`src/rtl/led_pattern_sequencer_if.sv`:
```
// Config channel of the LED sequencer. A transfer happens on the hwclk edge where
// cfg_valid && cfg_ready; the source holds cfg_valid, cfg_mode and cfg_steps stable until then.
interface led_pattern_sequencer_if #(
  parameter int STEP_W = 8
) ();
  logic              cfg_valid;
  logic              cfg_ready;
  logic [1:0]        cfg_mode;
  logic [STEP_W-1:0] cfg_steps;

  modport master (output cfg_valid, output cfg_mode, output cfg_steps, input cfg_ready);
  modport slave  (input cfg_valid, input cfg_mode, input cfg_steps, output cfg_ready);
endinterface

```
`src/rtl/led_pattern_sequencer.sv`:
```
// Steps an 8-LED pattern once every DIV hwclk cycles for a configured number of steps
// (or until stopped), then blanks the LEDs and pulses done.
module led_pattern_sequencer #(
  parameter int DIV    = 262144,
  parameter int STEP_W = 8
) (
  input  logic                   hwclk,
  input  logic                   rst,
  led_pattern_sequencer_if.slave cfg,
  input  logic                   stop,
  output logic                   busy,
  output logic                   done,
  output logic                   led1,
  output logic                   led2,
  output logic                   led3,
  output logic                   led4,
  output logic                   led5,
  output logic                   led6,
  output logic                   led7,
  output logic                   led8,
  output logic                   dbg_state_o
);
  localparam int PW = $clog2(DIV);

  typedef enum logic { IDLE = 1'b0, RUN = 1'b1 } state_e;
  typedef enum logic [1:0] {
    MODE_BINARY = 2'd0, MODE_SCAN = 2'd1, MODE_BLINK = 2'd2, MODE_FILL = 2'd3
  } mode_e;

  state_e            state_q, state_d;
  mode_e             mode_q, mode_d;
  logic [7:0]        pattern_q, pattern_d;
  logic [PW-1:0]     presc_q, presc_d;
  logic [STEP_W-1:0] step_q, step_d;
  logic [STEP_W-1:0] steps_q, steps_d;
  logic              dir_up_q, dir_up_d;
  logic              done_q, done_d;

  logic              tick;
  logic [STEP_W-1:0] step_inc;
  logic [7:0]        adv_pattern;
  logic              adv_dir_up;

  always_ff @(posedge hwclk) begin
    if (rst) begin
      state_q   <= IDLE;
      mode_q    <= MODE_BINARY;
      pattern_q <= 8'h00;
      presc_q   <= '0;
      step_q    <= '0;
      steps_q   <= '0;
      dir_up_q  <= 1'b1;
      done_q    <= 1'b0;
    end else begin
      state_q   <= state_d;
      mode_q    <= mode_d;
      pattern_q <= pattern_d;
      presc_q   <= presc_d;
      step_q    <= step_d;
      steps_q   <= steps_d;
      dir_up_q  <= dir_up_d;
      done_q    <= done_d;
    end
  end

  assign tick     = (presc_q == PW'(DIV - 1));
  assign step_inc = step_q + STEP_W'(1);

  // Pattern the display would move to on a non-terminating tick.
  always_comb begin
    adv_pattern = pattern_q;
    adv_dir_up  = dir_up_q;
    case (mode_q)
      MODE_BINARY: adv_pattern = pattern_q + 8'd1;
      MODE_SCAN: begin
        if (dir_up_q) begin
          if (pattern_q == 8'h80) begin
            adv_pattern = 8'h40;
            adv_dir_up  = 1'b0;
          end else begin
            adv_pattern = {pattern_q[6:0], 1'b0};
          end
        end else begin
          if (pattern_q == 8'h01) begin
            adv_pattern = 8'h02;
            adv_dir_up  = 1'b1;
          end else begin
            adv_pattern = {1'b0, pattern_q[7:1]};
          end
        end
      end
      MODE_BLINK: adv_pattern = ~pattern_q;
      MODE_FILL:  adv_pattern = (pattern_q == 8'hFF) ? 8'h00 : {pattern_q[6:0], 1'b1};
      default:    adv_pattern = pattern_q;
    endcase
  end

  always_comb begin
    state_d   = state_q;
    mode_d    = mode_q;
    pattern_d = pattern_q;
    presc_d   = presc_q;
    step_d    = step_q;
    steps_d   = steps_q;
    dir_up_d  = dir_up_q;
    done_d    = 1'b0;
    case (state_q)
      IDLE: begin
        pattern_d = 8'h00;
        if (cfg.cfg_valid) begin
          state_d  = RUN;
          mode_d   = mode_e'(cfg.cfg_mode);
          steps_d  = cfg.cfg_steps;
          presc_d  = '0;
          step_d   = '0;
          dir_up_d = 1'b1;
          case (mode_e'(cfg.cfg_mode))
            MODE_SCAN:  pattern_d = 8'h01;
            MODE_BLINK: pattern_d = 8'hFF;
            default:    pattern_d = 8'h00;
          endcase
        end
      end
      RUN: begin
        // stop takes priority over a coincident tick: no advance, no done.
        if (stop) begin
          state_d   = IDLE;
          pattern_d = 8'h00;
          presc_d   = '0;
        end else if (tick) begin
          presc_d = '0;
          step_d  = step_inc;
          if ((steps_q != '0) && (step_inc == steps_q)) begin
            state_d   = IDLE;
            pattern_d = 8'h00;
            done_d    = 1'b1;
          end else begin
            pattern_d = adv_pattern;
            dir_up_d  = adv_dir_up;
          end
        end else begin
          presc_d = presc_q + PW'(1);
        end
      end
      default: state_d = IDLE;
    endcase
  end

  assign cfg.cfg_ready = (state_q == IDLE);
  assign busy          = (state_q == RUN);
  assign done          = done_q;
  assign dbg_state_o   = state_q;
  assign {led8, led7, led6, led5, led4, led3, led2, led1} = pattern_q;
endmodule

```
`src/flat_wrapper.sv`:
```
// flat-port wrapper written by rule: the top's interface ports become plain ports
module led_pattern_sequencer_flat 
#(
  parameter int DIV    = 262144,
  parameter int STEP_W = 8
)
  (hwclk, rst, stop, busy, done, led1, led2, led3, led4, led5, led6, led7, led8, dbg_state_o, cfg_cfg_valid, cfg_cfg_mode, cfg_cfg_steps, cfg_cfg_ready);
  led_pattern_sequencer_if #(.STEP_W(STEP_W)) cfg_i ();
  input  logic hwclk;
  input  logic rst;
  input  logic stop;
  output logic busy;
  output logic done;
  output logic led1;
  output logic led2;
  output logic led3;
  output logic led4;
  output logic led5;
  output logic led6;
  output logic led7;
  output logic led8;
  output logic dbg_state_o;
  input wire logic [$bits(cfg_i.cfg_valid)-1:0] cfg_cfg_valid;
  input wire logic [$bits(cfg_i.cfg_mode)-1:0] cfg_cfg_mode;
  input wire logic [$bits(cfg_i.cfg_steps)-1:0] cfg_cfg_steps;
  output wire logic [$bits(cfg_i.cfg_ready)-1:0] cfg_cfg_ready;
  assign cfg_i.cfg_valid = cfg_cfg_valid;
  assign cfg_i.cfg_mode = cfg_cfg_mode;
  assign cfg_i.cfg_steps = cfg_cfg_steps;
  assign cfg_cfg_ready = cfg_i.cfg_ready;
  led_pattern_sequencer #(.DIV(DIV), .STEP_W(STEP_W)) u_core (.hwclk(hwclk), .rst(rst), .cfg(cfg_i), .stop(stop), .busy(busy), .done(done), .led1(led1), .led2(led2), .led3(led3), .led4(led4), .led5(led5), .led6(led6), .led7(led7), .led8(led8), .dbg_state_o(dbg_state_o));
endmodule
```
`config.mk`:
```
export PLATFORM = sky130hd
export DESIGN_NAME = led_pattern_sequencer_flat
export DESIGN_NICKNAME = d
export VERILOG_FILES = /design/src/rtl/led_pattern_sequencer_if.sv /design/src/rtl/led_pattern_sequencer.sv /design/src/flat_wrapper.sv
export SDC_FILE = /design/constraint.sdc
export NUM_CORES = 1
export LEC_CHECK = 0
export ABC_AREA = 1
export BUFFER_PORTS_ARGS = -buffer_cell sky130_fd_sc_hd__buf_2
export CAP_MARGIN = 25
export CORE_MARGIN = 2
export CORE_UTILIZATION = 59
export DETAILED_ROUTE_END_ITERATION = 10
export PLACE_DENSITY_LB_ADDON = 0.15
export SKIP_CTS_REPAIR_TIMING = 1
export SLEW_MARGIN = 30
export SYNTH_ARGS = -nofsm -noshare
export SYNTH_HDL_FRONTEND = slang
export SYNTH_SLANG_ARGS = --single-unit
```
`constraint.sdc`:
```
create_clock -name hwclk -period 2.05 [get_ports hwclk]
set_input_delay 0.205 -clock hwclk [delete_from_list [all_inputs] [get_ports hwclk]]
set_output_delay 0.205 -clock hwclk [all_outputs]
set_load 0.01 [all_outputs]
```
# After elaboration in Yosys (flattened, before gate mapping)
# Index checks and enable logic that the tools add are counted.
# word_totals
ff_bits	47
input_bits	14
output_inout_bits	12
elab_cells	71
# classes
n_addsub	3
eq_ne	16
mux	34
bitwise_logic	3
n_reduce_logical	7
# op_table
op	n
2-to-1 mux 8 bit	10
2-to-1 mux 18 bit	3
one-hot mux 8 bit (2 select lines)	3
one-hot mux 18 bit (2 select lines)	1
one-hot mux 8 bit (4 select lines)	1
adder 18 x 1 -> 18 bit, second input constant	1
== test 18 bit, second input constant	1
adder 8 x 1 -> 8 bit, second input constant	2
== test 8 bit, second input constant	2
2-to-1 mux 1 bit	13
!= test 2 bit, second input constant	5
== test 8 x 1 -> 1 bit, second input constant	1
== test 8 bit	1
inverter 8 bit	1
nonzero test 8 bit	1
2-to-1 mux 7 bit	1
== test 2 bit, second input constant	3
AND reduction 5 bit	1
== test 2 x 1 -> 1 bit, second input constant	2
one-hot mux 1 bit (2 select lines)	2
OR reduction 4 bit	1
!= test 3 bit, second input constant	1
AND reduction 3 bit	1
logical NOT 2 bit	1
3 further kinds	4

# Depth between registers and ports, before layout
# logic_depth
word_depth	8
depth_mapped	13
depth_no_buf	13

# Least setup slack after synthesis
# Ideal clock, no wire load.
# synth_timing
path_type	reg-to-reg
startpoint	register u_core.pattern_q[0]
endpoint	register u_core.pattern_q[7]
setup_ns	0.119
t_arrival_ns	1.507
slack_ns	0.424
path_stages_with_launch	11
synth_period_minus_slack_ns	1.626
path_cell_list	dfxtp_1 > ha_1 > nand2_1 > nor2_1 > nand4_1 > nand2_1 > o21ai_0 > a21oi_1 > nor2_1 > nand2_1 > a21oi_1
# synth_via
elab_chain_cells	8
word_cells_on_any_way	11
# synth_rtl
item	line	text
start: declaration	led_pattern_sequencer.sv:32	logic [7:0] pattern_q, pattern_d;
start signal: assignment	led_pattern_sequencer.sv:57	pattern_q <= pattern_d;
branches (longest 3 deep; another with adder 8 x 1 -> 8 bit)	-	
one-hot mux 8 bit (4 select lines) (*)	led_pattern_sequencer.sv:73	case (mode_q)
2-to-1 mux 8 bit (*)	led_pattern_sequencer.sv:133	if ((steps_q != '0) && (step_inc == steps_q)) begin
2-to-1 mux 8 bit (*)	led_pattern_sequencer.sv:130	end else if (tick) begin
2-to-1 mux 8 bit (*)	led_pattern_sequencer.sv:126	if (stop) begin
one-hot mux 8 bit (2 select lines) (*)	led_pattern_sequencer.sv:107	case (state_q)
# Mark *: on every way between the ends. The select of a mux whose other input is x is not followed.
# A chain may end at the register's enable or synchronous reset.

# Worst setup path after layout
# layout_timing
startpoint	register u_core.state_q (netlist: u_core.busy)
endpoint	register u_core.step_q[0]
# layout_via
elab_chain_cells	3
word_cells_on_any_way	6
# layout_rtl
item	line	text
start: declaration	led_pattern_sequencer.sv:30	state_e state_q, state_d;
start signal: assignment	led_pattern_sequencer.sv:55	state_q <= state_d;
inverter 1 bit (no line)	-	
!= test 2 bit (no line)	-	
AND reduction 3 bit (no line)	-	
end signal: assignment	led_pattern_sequencer.sv:59	step_q <= step_d;
end: declaration	led_pattern_sequencer.sv:34	logic [STEP_W-1:0] step_q, step_d;
# Several ways; a longest one is shown, not always the timed one.

==> reports/qor.csv <==
metric,value,unit
maxSlewHeadroom,73.4,%
synth-compound-area-share,20.0,%
synth_top_cells_by_area,"sky130_fd_sc_hd__dfxtp_1, sky130_fd_sc_hd__nand2_1, sky130_fd_sc_hd__o21ai_0",
crit_slowest_cell,sky130_fd_sc_hd__dfxtp_1,
synth_top_cell_area_share,33.1,%
ys_ff_latch,47,
outcome,finished clean,
worstMarginPinSlew,0.398,ns
routed_wl,6970,µm
number_of_global_route_vias_before_repair,2739,
insertedDiodeCount,0,
synth_simple_gate_area_share,31.9,%
yosys.cell_types.count,34,
critical_path_buf_inv_count,2,
globalRouteTotalUtil,27.9,%
dpl.cell_count,507,
flow.area_growth_from_synthesis,13.9,%
cts_made_buffers,5,
dieArea,5390,µm²
p_per_area,688,nW/µm²
final_critical_path_share_of_the_clock_period,94.9,%
cp-start-kind,flip-flop,
fmax,514,MHz
final.setup_skew,0.00729,ns
timing.final.max_slew_violations,0,
synth.avg_cell_area,6.61,µm²
floorplan.io_pins,26,
worst_ep_required_time,2.23,ns
cpLargestDelayFamily,simple AND/OR/NAND/NOR gates,
crit_path_max_fanout,15,
cp_data_arrival_time,2.13,ns
grt_max_degree,19,
timing.hold.worst.class,in -> reg,
criticalPathCategory,reg -> reg,
setup_viol_count_final,0,
initial_antenna_violation_count,0,
clk_pin_slew_worst_paths,0.09,ns
clock-root-buffer,sky130_fd_sc_hd__clkbuf_8,
detail_route.wl_per_cell,13.5,µm
yosysTopAreaCell,sky130_fd_sc_hd__dfxtp_1,
initial_core_utilization,60.6,%
clock_sinks,47,
drt_first_pass_iters,5,
unrepaired_setup_endpoints_after_global_routing,true,
cts_htree_levels,2,
grt_pass1_wl,11900,µm
numPortBuffers,25,
place_congestion,0.888,
number_of_flops_mapped_to_enable_cells_by_yosys,0,
critPathCaptureType,flip-flop,
finalNonFillerCells,517,
num-nets-final,482,
synthTopCellsByCount,"sky130_fd_sc_hd__nand2_1, sky130_fd_sc_hd__inv_1, sky130_fd_sc_hd__nor2_1, sky130_fd_sc_hd__dfxtp_1, sky130_fd_sc_hd__o21ai_0",
vias_per_cell,5.61,
worstPathCellList,"inv_2, nor2_4, inv_1, nand2_1, nand2_2, a21oi_1, a211oi_2",
fillCellCount,440,
max_cap_viol_count,0,
dr_total_vias,2900,
die_w,73.4,µm
grt_overflow,0,
clock_insertion_delay_worst_skew,0.30,ns
layout.core_utilization,69.0,%
power.ir.vdd_worst,0.390,mV
finalHoldViolCount,0,
synth.cell_area,2840,µm²
synth-async-reset-ratio,0,%
synth_nets,450,
largest_family_of_logic_cells_by_synthesized_area,simple AND/OR/NAND/NOR gates,
dominantRegCellSynth,sky130_fd_sc_hd__dfxtp_1,
num_rows,25,
detailed_place_hpwl,5050,µm
post_synth_adder_cell_area,2.64,%
drt-initial-drc-count,162,
post_synth_inst_count,430,
final_antenna_net_count,0,
yosysMostFrequentCell,sky130_fd_sc_hd__nand2_1,
yosysSeqAreaShare,33.1,%
clockBufferDepth,2,
tns,0,ns
coreArea,4690,µm²
xor_and_xnor_fraction_of_the_mapped_netlist_area,2.46,%
die_h,73.4,µm
layout-drive-gt1-share,15.1,%
cellLeakagePower,1.36,nW
post-route-min-period,1.95,ns
ys_warn_count,0,
drc,0,
fraction_of_synthesized_area_in_multiplexers,0,%
tritoncts,built,
max_stage_delay,0.57,ns
==> cell families after synthesis <==
group                      count (synthesis)
AOI/OAI and AO/OA                         99
xor gates and xnor gates                   8
adders and majority gates                  6
buffers and inverters                     69
DFF                                       47
and+or+nand+nor                          201
==> metal layers <==
metal  GRT usage [%]  share of wire (%)
met1            36.9                 46
met2            46.8                 48
met3            4.53                4.8
met4            8.28                1.8
met5               0                  0
==> final timing paths <==
check                   startpoint           endpoint  slack [ns]  cells past startpoint
setup / recovery       u_core.busy   u_core.step_q[0]        0.10                      7
hold / removal    cfg_cfg_steps[2]  u_core.steps_q[2]        0.12                      3
setup reg to reg       u_core.busy   u_core.step_q[0]        0.10                      7
hold reg to reg   u_core.step_q[6]   u_core.step_q[6]        0.49                      2
==> area by class of cell <==
cell class | instances | area [µm²] | area share (%)
clock buffer | 5 | 68.8 | 2.13
clock inverter | 3 | 67.6 | 2.09
inverter | 59 | 221 | 6.84
multi-input combinational | 314 | 1650 | 50.8
sequential | 47 | 941 | 29.1
tap | 54 | 67.6 | 2.09
timing repair buffer | 35 | 225 | 6.96
==> per-stage QoR <==
stage          total power, mW  setup WS, ns  hold slack [ns]  area [µm²]
2_1_floorplan             1.30         0.424            0.340        2840
3_3_place_gp              1.40         0.149            0.426        3040
3_5_place_dp              1.41        0.0732            0.436        3040
4_1_cts                   2.21       0.00491            0.117        3170
5_1_grt                   2.35       -0.0531            0.135        3240
6_report                  2.23         0.104            0.118        3240
==> sequential cells by signal, indices dropped and copies added, names as in the netlist <==
| name | cells |
|---|---|
| u_core.presc_q | 18 |
| u_core.pattern_q | 8 |
| u_core.step_q | 8 |
| u_core.dir_up_q | 1 |
| u_core.busy | 1 |
| u_core.mode_q | 2 |
| u_core.done | 1 |
| u_core.steps_q | 8 |
==> cell usage in the layout, fill, tap and decap left out, types with 3 or more instances in the layout <==
cell type,instances
sky130_fd_sc_hd__nor2_1,48
sky130_fd_sc_hd__inv_1,54
sky130_fd_sc_hd__o211ai_1,4
sky130_fd_sc_hd__a21oi_1,40
sky130_fd_sc_hd__nand3_1,31
sky130_fd_sc_hd__nor2_2,6
sky130_fd_sc_hd__nand2_1,83
sky130_fd_sc_hd__a211oi_2,4
sky130_fd_sc_hd__nor3_1,12
sky130_fd_sc_hd__buf_4,8
sky130_fd_sc_hd__dfxtp_1,47
sky130_fd_sc_hd__inv_2,5
sky130_fd_sc_hd__nand4_1,8
sky130_fd_sc_hd__buf_2,25
sky130_fd_sc_hd__xor2_1,7
sky130_fd_sc_hd__ha_1,6
sky130_fd_sc_hd__o21ai_0,40
sky130_fd_sc_hd__clkbuf_8,5
sky130_fd_sc_hd__nor2_4,3
==> worst reg2reg max path, stage by stage, from the launching register on <==
cell                       delay [ns]
sky130_fd_sc_hd__dfxtp_1         0.57
sky130_fd_sc_hd__inv_2           0.18
sky130_fd_sc_hd__nor2_4          0.27
sky130_fd_sc_hd__inv_1           0.10
sky130_fd_sc_hd__nand2_1         0.16
sky130_fd_sc_hd__nand2_2         0.23
sky130_fd_sc_hd__a21oi_1         0.25
sky130_fd_sc_hd__a211oi_2        0.07
==> report_power, final <==
part / switching, mW / leakage (nW) / internal, mW / total [mW]
clock: 0.324 / 0.0644 / 0.486 / 0.811
sequential: 0.0530 / 0.384 / 0.958 / 1.01
combinational: 0.258 / 0.907 / 0.149 / 0.407
(Power assumes the default switching activity.)
